===== src/rtl/fetch_unit_if.sv =====
// rtl/fetch_unit_if.sv - instruction memory req/ack bus between fetch stage and imem
interface fetch_unit_if;
  logic        imem_req;
  logic [31:0] imem_addr;
  logic        imem_ack;
  logic [31:0] imem_rdata;

  modport master (
    output imem_req,
    output imem_addr,
    input  imem_ack,
    input  imem_rdata
  );

  modport slave (
    input  imem_req,
    input  imem_addr,
    output imem_ack,
    output imem_rdata
  );
endinterface


===== src/rtl/fetch_unit.sv =====
// rtl/fetch_unit.sv - instruction fetch stage with skid buffer; FETCH_ALIGN_CHK_EN enables misaligned-redirect flag
module fetch_unit #(
  parameter logic [31:0] RESET_PC = 32'h0040_0000
) (
  input  logic          clk,
  input  logic          reset,
  input  logic          stay,
  input  logic          redirect,
  input  logic [31:0]   redirect_pc,
  fetch_unit_if.master  imem,
  output logic [31:0]   PCp4_o,
  output logic [31:0]   ins_o,
  output logic          ins_valid,
  output logic          fetch_err
);

  typedef enum logic [1:0] {IDLE, FETCH, HOLD, DROP} state_t;

  state_t      state;
  state_t      state_nxt;
  logic [31:0] pc;
  logic [31:0] pc_p4;
  logic [31:0] drop_addr;
  logic [31:0] redirect_tgt;
  logic        sk_valid;
  logic [31:0] sk_ins;
  logic [31:0] sk_pcp4;
  logic        acked;
  logic        accept;

  // A word is only kept when it completes in FETCH and no redirect overrides it.
  assign acked        = imem.imem_req && imem.imem_ack;
  assign accept       = (state == FETCH) && acked && !redirect;
  assign pc_p4        = pc + 32'd4;
  assign redirect_tgt = redirect_pc & 32'hFFFF_FFFC;

  // State register.
  always_ff @(posedge clk or negedge reset) begin
    if (!reset) begin
      state <= IDLE;
    end else begin
      state <= state_nxt;
    end
  end

  // Next-state: redirect beats ack and stay; an unacked outstanding request must be drained in DROP.
  always_comb begin
    state_nxt = state;
    case (state)
      IDLE: begin
        state_nxt = FETCH;
      end
      FETCH: begin
        if (redirect) begin
          state_nxt = acked ? FETCH : DROP;
        end else if (accept && stay && ins_valid) begin
          state_nxt = HOLD;
        end else begin
          state_nxt = FETCH;
        end
      end
      HOLD: begin
        if (redirect || !stay) begin
          state_nxt = FETCH;
        end
      end
      DROP: begin
        if (acked) begin
          state_nxt = FETCH;
        end
      end
      default: begin
        state_nxt = IDLE;
      end
    endcase
  end

  // Bus outputs: request in FETCH/DROP; DROP keeps presenting the abandoned address.
  always_comb begin
    imem.imem_req  = 1'b0;
    imem.imem_addr = pc;
    case (state)
      FETCH: begin
        imem.imem_req = 1'b1;
      end
      DROP: begin
        imem.imem_req  = 1'b1;
        imem.imem_addr = drop_addr;
      end
      default: begin
        imem.imem_req = 1'b0;
      end
    endcase
  end

  // Program counter and the address held while draining a dropped request.
  always_ff @(posedge clk or negedge reset) begin
    if (!reset) begin
      pc        <= RESET_PC;
      drop_addr <= RESET_PC;
    end else begin
      if (redirect) begin
        pc <= redirect_tgt;
      end else if (accept) begin
        pc <= pc_p4;
      end
      if ((state == FETCH) && (state_nxt == DROP)) begin
        drop_addr <= pc;
      end
    end
  end

  // Output register and one-entry skid: flush on redirect, park a word that lands during a stall.
  always_ff @(posedge clk or negedge reset) begin
    if (!reset) begin
      ins_valid <= 1'b0;
      ins_o     <= 32'd0;
      PCp4_o    <= 32'd0;
      sk_valid  <= 1'b0;
      sk_ins    <= 32'd0;
      sk_pcp4   <= 32'd0;
    end else if (redirect) begin
      ins_valid <= 1'b0;
      ins_o     <= 32'd0;
      PCp4_o    <= 32'd0;
      sk_valid  <= 1'b0;
      sk_ins    <= 32'd0;
      sk_pcp4   <= 32'd0;
    end else if (accept) begin
      if (!stay || !ins_valid) begin
        ins_valid <= 1'b1;
        ins_o     <= imem.imem_rdata;
        PCp4_o    <= pc_p4;
      end else begin
        sk_valid <= 1'b1;
        sk_ins   <= imem.imem_rdata;
        sk_pcp4  <= pc_p4;
      end
    end else if (!stay) begin
      if (sk_valid) begin
        ins_valid <= 1'b1;
        ins_o     <= sk_ins;
        PCp4_o    <= sk_pcp4;
        sk_valid  <= 1'b0;
      end else begin
        ins_valid <= 1'b0;
        ins_o     <= 32'd0;
        PCp4_o    <= 32'd0;
      end
    end
  end

`ifdef FETCH_ALIGN_CHK_EN
  // One-cycle flag for a redirect target with nonzero low bits.
  always_ff @(posedge clk or negedge reset) begin
    if (!reset) begin
      fetch_err <= 1'b0;
    end else begin
      fetch_err <= redirect && (redirect_pc[1:0] != 2'b00);
    end
  end
`else
  assign fetch_err = 1'b0;
`endif

endmodule


===== src/flat_wrapper.sv =====
// flat-port wrapper written by rule: the top's interface ports become plain ports
module fetch_unit_flat 
#(
  parameter logic [31:0] RESET_PC = 32'h0040_0000
)
  (clk, reset, stay, redirect, redirect_pc, PCp4_o, ins_o, ins_valid, fetch_err, imem_imem_req, imem_imem_addr, imem_imem_ack, imem_imem_rdata);
  fetch_unit_if imem_i ();
  input  logic clk;
  input  logic reset;
  input  logic stay;
  input  logic redirect;
  input  logic [31:0] redirect_pc;
  output logic [31:0] PCp4_o;
  output logic [31:0] ins_o;
  output logic ins_valid;
  output logic fetch_err;
  output wire logic [$bits(imem_i.imem_req)-1:0] imem_imem_req;
  output wire logic [$bits(imem_i.imem_addr)-1:0] imem_imem_addr;
  input wire logic [$bits(imem_i.imem_ack)-1:0] imem_imem_ack;
  input wire logic [$bits(imem_i.imem_rdata)-1:0] imem_imem_rdata;
  assign imem_imem_req = imem_i.imem_req;
  assign imem_imem_addr = imem_i.imem_addr;
  assign imem_i.imem_ack = imem_imem_ack;
  assign imem_i.imem_rdata = imem_imem_rdata;
  fetch_unit #(.RESET_PC(RESET_PC)) u_core (.clk(clk), .reset(reset), .stay(stay), .redirect(redirect), .redirect_pc(redirect_pc), .imem(imem_i), .PCp4_o(PCp4_o), .ins_o(ins_o), .ins_valid(ins_valid), .fetch_err(fetch_err));
endmodule

===== config.mk =====
export PLATFORM = sky130hd
export DESIGN_NAME = fetch_unit_flat
export DESIGN_NICKNAME = d
export VERILOG_FILES = /design/src/rtl/fetch_unit_if.sv /design/src/rtl/fetch_unit.sv /design/src/flat_wrapper.sv
export SDC_FILE = /design/constraint.sdc
export NUM_CORES = 1
export LEC_CHECK = 0
export CORE_ASPECT_RATIO = 1.25
export CORE_MARGIN = 3
export CORE_UTILIZATION = 48
export DETAILED_ROUTE_END_ITERATION = 8
export PLACE_DENSITY_LB_ADDON = 0.25
export SLEW_MARGIN = 20
export SYNTH_ARGS = -nofsm -noshare
export SYNTH_HDL_FRONTEND = slang
export SYNTH_SLANG_ARGS = --single-unit
export TNS_END_PERCENT = 5

===== constraint.sdc =====
create_clock -name clk -period 2.5 [get_ports clk]
set_input_delay 0.625 -clock clk [delete_from_list [all_inputs] [get_ports clk]]
set_output_delay 0.625 -clock clk [all_outputs]
set_load 0.1 [all_outputs]

# --- Word level (Yosys, flattened, before mapping) ---
# Cells that the tools add are included.
classes:
  addsub: 1
  multipliers: 0
  n_div: 0
  order_cmp: 0
  eq_ne: 8
  shifts: 0
  muxes: 35
  bitwise: 0
  reduce_logical: 17
op_table:
  columns: ["op", "count"]
  rows:
  - ["$mux 32", 19]
  - ["$add 32x3->32 const B", 1]
  - ["$mux 1", 10]
  - ["$mux 2", 5]
  - ["$pmux 2 s4", 1]
  - ["$eq 2x2->1 const B", 3]
  - ["$logic_and 1x1->1", 6]
  - ["$ne 3x3->1 const B", 2]
  - ["$reduce_and 2->1", 3]
  - ["$logic_not 1->1", 3]
  - ["$ne 3x1->1 const B", 1]
  - ["$eq 2x1->1 const B", 1]
  - ["$logic_not 2->1", 1]
  - ["$logic_or 1x1->1", 2]
  - ["$ne 2x2->1 const B", 1]
  - ["$reduce_bool 2->1", 1]
  - ["$reduce_or 2->1", 1]
totals:
  register_bits: 196
  latch_bits: 0
  ram_bits: 0
  rom_bits: 0
  inputBits: 69
  word_cells: 70
  n_memories: 0

# --- Longest topological paths before layout ---
logic_depth:
  word_depth: 13
  depth_mapped: 8
  depth_no_buf: 6

# --- Worst setup path after synthesis ---
# OpenSTA, ideal clock, no wires.
synth_timing:
  path_kind: "register to register"
  from: "register u_core.ins_valid"
  to: "register u_core.sk_pcp4[20]"
  setup_time_ps: 134
  arrival_time_ps: 2079
  path_slack_ps: 287
  stages_incl_launch_ff: 8
  cell_sequence: "dfrtp_1 nand2_1 nor2_1 nor2_1 clkbuf_1 clkbuf_1 nand2_1 o21ai_0"
synth_via:
  elab_chain_len: 4
synth_rtl:
  columns: ["element", "line_no", "text"]
  rows:
  - ["start: declaration", "fetch_unit.sv:13", "output logic ins_valid,"]
  - ["start signal: assignment", "fetch_unit.sv:116", "ins_valid <= 1'b0;"]
  - ["start signal: assignment", "fetch_unit.sv:123", "ins_valid <= 1'b0;"]
  - ["start signal: assignment", "fetch_unit.sv:131", "ins_valid <= 1'b1;"]
  - ["$logic_not 1->1", "fetch_unit.sv:130", "if (!stay || !ins_valid) begin"]
  - ["$logic_or 1x1->1", "fetch_unit.sv:130", null]
  - ["$ne 2x2->1 (no source line)", null, null]
  - ["$reduce_and 2->1 (no source line)", null, null]
  - ["end signal: assignment", "fetch_unit.sv:137", "sk_pcp4 <= pc_p4;"]
  - ["end: declaration", "fetch_unit.sv:27", "logic [31:0] sk_pcp4;"]
# No other way between the ends.
# A chain may end at the register's enable or synchronous reset.

# --- Final worst setup path ---
layout_timing:
  from: "register u_core.state[1]"
  to: "output port imem_imem_addr[8]"
layout_via:
  elab_chain_len: 2
layout_rtl:
  columns: ["element", "line_no", "text"]
  rows:
  - ["start: declaration", "fetch_unit.sv:19", "state_t state;"]
  - ["start signal: assignment", "fetch_unit.sv:42", "state <= state_nxt;"]
  - ["$eq 2x2->1", "fetch_unit.sv:82", "case (state)"]
  - ["$mux 32", "fetch_unit.sv:82", null]
  - ["end: declaration", "flat_wrapper.sv:18", "output wire logic [$bits(imem_i.imem_addr)-1:0] imem_imem_addr;"]
# No other way between the ends.

==> out/results.txt <==
The tools report the cell count after synthesis as 939. For met2 alone, demand over resource in global routing was 36.7%. The logs give 4 for the number of H-tree levels and 1790 ps for the data arrival time of the critical path.

The setup path with the least slack is of type flip-flop to output port. The tools report the remaining global-route overflow as 0. At the placement stage, the worst setup path has a slack of -69.2 ps. The post-synthesis average cell area came out at 9.72 sq um. The floorplan row count was 55; the power density normalized to cell area was 759 nW/um^2.

The routed via count was 7,427. Global routing consumed, on the met1 layer, 30.2% of the routing resources. The tools report the max-cap check violation count as 0. The synthesized design contains 190 register bits. Detailed placement finished with a half-perimeter wire length of 15,900 um. By area the synthesized netlist is led by sky130_fd_sc_hd__dfrtp_1 (52%), sky130_fd_sc_hd__mux2_2 (7.4%), sky130_fd_sc_hd__nand2_1 (6.3%), sky130_fd_sc_hd__nor2_1 (4.4%), sky130_fd_sc_hd__a221oi_1 (3.5%).

The tools report the worst supply voltage drop on vdd as 462 uV. Headroom to the max-slew limit came out at 54.6%. The tools report the distinct cell type count after synthesis as 49.

In this run the standard cell core region covers 18,400 sq um. The logs give 416 for the number of DRC markers after the initial detailed-route iteration and 70 for the pin count of the biggest net entering global routing. In this run the clock root is driven by a sky130_fd_sc_hd__clkbuf_16. The tools report the capturing element type of the critical path as an output port. The floorplan step set the die height to 160 um.

The startpoint of the lowest-slack register-to-register path is u_core.pc[3]. The share of synthesized area occupied by flip-flops and latches is 52.1%. The layer with the highest usage after global routing was met2. Setup violations remaining at the end of the flow were counted as 0. In the synthesized netlist the async set-or-reset flop fraction comes to 100%. The filler cells instantiated in the layout total 1,493. The final layout contains 1,163 nets.

The number of antenna diodes in the final layout is 0. The initial antenna violation count came out at 0. The initial core utilization is 49.7%, and the number of buffers inserted during clock tree synthesis is 17. The worst register-to-register path has a depth of 7. The global-route wire length before repair came out at 37,600 um. Most repeated cell in the gate-level netlist after synthesis: sky130_fd_sc_hd__dfrtp_1.

The critical path data required time is 1880 ps, and the worst hold slack is 173 ps. The measured slew at the worst slew-check pin is 681 ps, and the routed wire length per instance is 17.4 um. TritonCTS built the clock tree. For this run, the total global-route usage over all layers was measured as 22.4%. The number of hold-slack violations in the final timing report was 0; the final core utilization was 65.6%.

In this run the cell area measured after placement is 11,500 sq um. The shortest clock period the worst path allows after layout was 2410 ps; the met3 track demand over resource was 4.18%. After clock tree synthesis, the clock-pin slew on the worst setup and hold paths is 70 ps. Prevailing post-synth register cell: sky130_fd_sc_hd__dfrtp_1. For this run, the top clock speed supported by timing is 415 MHz. The part of the cycle the worst path needs was 96.5%; the growth of design area from synthesis to finish was 32.0%. sky130_fd_sc_hd__dfrtp_1 takes more of the synthesized area than any other cell. The run finished with clean final reports. The number of remaining DRC errors came out at 0. Across all setup checks in the final design, the least slack found is 87.8 ps.

The clock net in this run drives a total of 190 sinks. Of the cells placed in the final design, the portion with a size suffix greater than 1 is 24.8%. The synthesized design contains 0 enable-type register cells. The number of max-slew violations in the final report is 0, and the warning count from the yosys run is 0. During I/O placement, the number of pins put on the boundary was 168. The ratio of routed vias to standard cells was 5.57. The analysis attributes to cell leakage a power of 5.28 nW.

The worst setup path is launched from a flip-flop. At the end of routability-driven placement, the weighted congestion stood at 0.811. The final instance area is 12,100 sq um. For this run, the number of standard cells in the final layout without fillers is 1,334.

The floorplan die area is 20,700 sq um. The worst register-to-register path ends at u_core.pc[30]. The type of the tightest min-delay check was input pin to asynchronous set/reset pin. By count the netlist is led by sky130_fd_sc_hd__dfrtp_1 (188), sky130_fd_sc_hd__nand2_1 (153), sky130_fd_sc_hd__nor2_1 (107). In this run the worst path has a maximum fanout of 15. The worst clock skew is 14.9 ps, and the number of detailed-route iterations in the first pass is 4. The cell area that synthesis handed to floorplanning was 9130 sq um.

Across all register-to-register paths, the minimum setup slack is 260 ps. The total routed wirelength was 23,300 um. Port buffering added 162 buffers.

The final antenna-violating net count is 0, and the number of global-route vias before repair is 7,401. The buffer depth of the longest clock path came out at 2. The logs give 0 ps for the total negative slack for setup checks and 1,301 for the total placed cells including tap cells. The chip width is 129 um, and the total power of the final layout is 9.15 mW.

Setup repair after global routing left no endpoint under its margin. In this run the worst setup path begins at u_core.state[1]. The tools report the insertion delay to the later sink of the worst-skew pair as 430 ps. The portion of synthesized cell area occupied by the leading cell type was 51.5%.
## placed cells by master (no fill, tap or decap), types with 5 or more instances in the layout
cell type                           n
sky130_fd_sc_hd__o21ai_1           14
sky130_fd_sc_hd__clkbuf_16         18
sky130_fd_sc_hd__mux2_2            60
sky130_fd_sc_hd__nand2_1          152
sky130_fd_sc_hd__nand3_1           11
sky130_fd_sc_hd__a21oi_1           62
sky130_fd_sc_hd__o22ai_1           10
sky130_fd_sc_hd__clkdlybuf4s50_1   64
sky130_fd_sc_hd__nor3_1             9
sky130_fd_sc_hd__xnor2_1           32
sky130_fd_sc_hd__o21ai_0           54
sky130_fd_sc_hd__nor2_1           105
sky130_fd_sc_hd__a221oi_1          36
sky130_fd_sc_hd__inv_1              5
sky130_fd_sc_hd__nor4_2             6
sky130_fd_sc_hd__buf_12            45
sky130_fd_sc_hd__dfrtp_1          188
sky130_fd_sc_hd__nand4_1           13
sky130_fd_sc_hd__xor2_1            18
sky130_fd_sc_hd__and4_1             5
sky130_fd_sc_hd__buf_4            111
sky130_fd_sc_hd__nor4_1            10
## logic make-up after synthesis
logic type	after synthesis	synth area share (%)
AND/OR/NAND/NOR	339	17.3
multiplexers	61	7.51
flip-flops	190	52.1
AO/OA/AOI/OAI	203	13.6
buffers and inverters	94	4.49
adder cells (fa/ha/maj)	1	0.137
other	1	0.0411
XOR/XNOR	50	4.80
## report_power, final
part / total (mW) / switching, mW / internal [mW]
sequential: 3.54 / 0.197 / 3.34
combinational: 2.95 / 1.98 / 0.977
clock: 2.66 / 1.18 / 1.48
total: 9.15 / 3.35 / 5.80
## registers in the layout, indices dropped and copies added (netlist names)
signal / flops
u_core.ins_o: 32
u_core.sk_ins: 32
u_core.PCp4_o: 31
u_core.sk_pcp4: 31
u_core.drop_addr: 30
u_core.pc: 30
u_core.state: 2
u_core.ins_valid: 1
u_core.sk_valid: 1
## worst max-delay path: stages (launching register included)
cell and delay [ps]:
sky130_fd_sc_hd__dfrtp_1 450, sky130_fd_sc_hd__nand2_2 160, sky130_fd_sc_hd__clkbuf_16 200, sky130_fd_sc_hd__mux2_2 370
sky130_fd_sc_hd__buf_12 170
## area by class of cell
cell class	count	area [sq um]	share of cell area, %
Sequential cell	190	4760	39.5
Clock buffer	19	433	3.59
Clock inverter	13	139	1.15
Inverter	5	18.8	0.156
Multi-Input combinational cell	657	4000	33.2
Timing Repair Buffer	222	2410	20.0
Tap cell	228	285	2.37
## timing repair
item / in CTS / in global routing
endpoints found under the hold margin: 0 / 0
hold buffers: 0 / 0
setup endpoints to repair: 0 / 5
buffers inserted: 0 / 0
resized for setup: 0 / 1
## routing by layer
layer | up-vias | share of wire [%]
li1 | 3560 | -
met3 | 29 | 5.6
met5 | - | 0
met1 | 3611 | 43
met2 | 227 | 49
met4 | 0 | 2.1
## worst max-delay path by stage
stage                              end  slack, ps  depth (start not counted)
finish               imem_imem_addr[8]         90                          4
global route         imem_imem_addr[8]         30                          4
CTS                  imem_imem_addr[2]         50                          4
detailed placement   u_core.PCp4_o[26]        -70                          6
global placement     u_core.PCp4_o[24]        -10                          6
floorplan           u_core.sk_pcp4[20]        290                          7
Note: power is estimated with default switching activity, not from simulation.
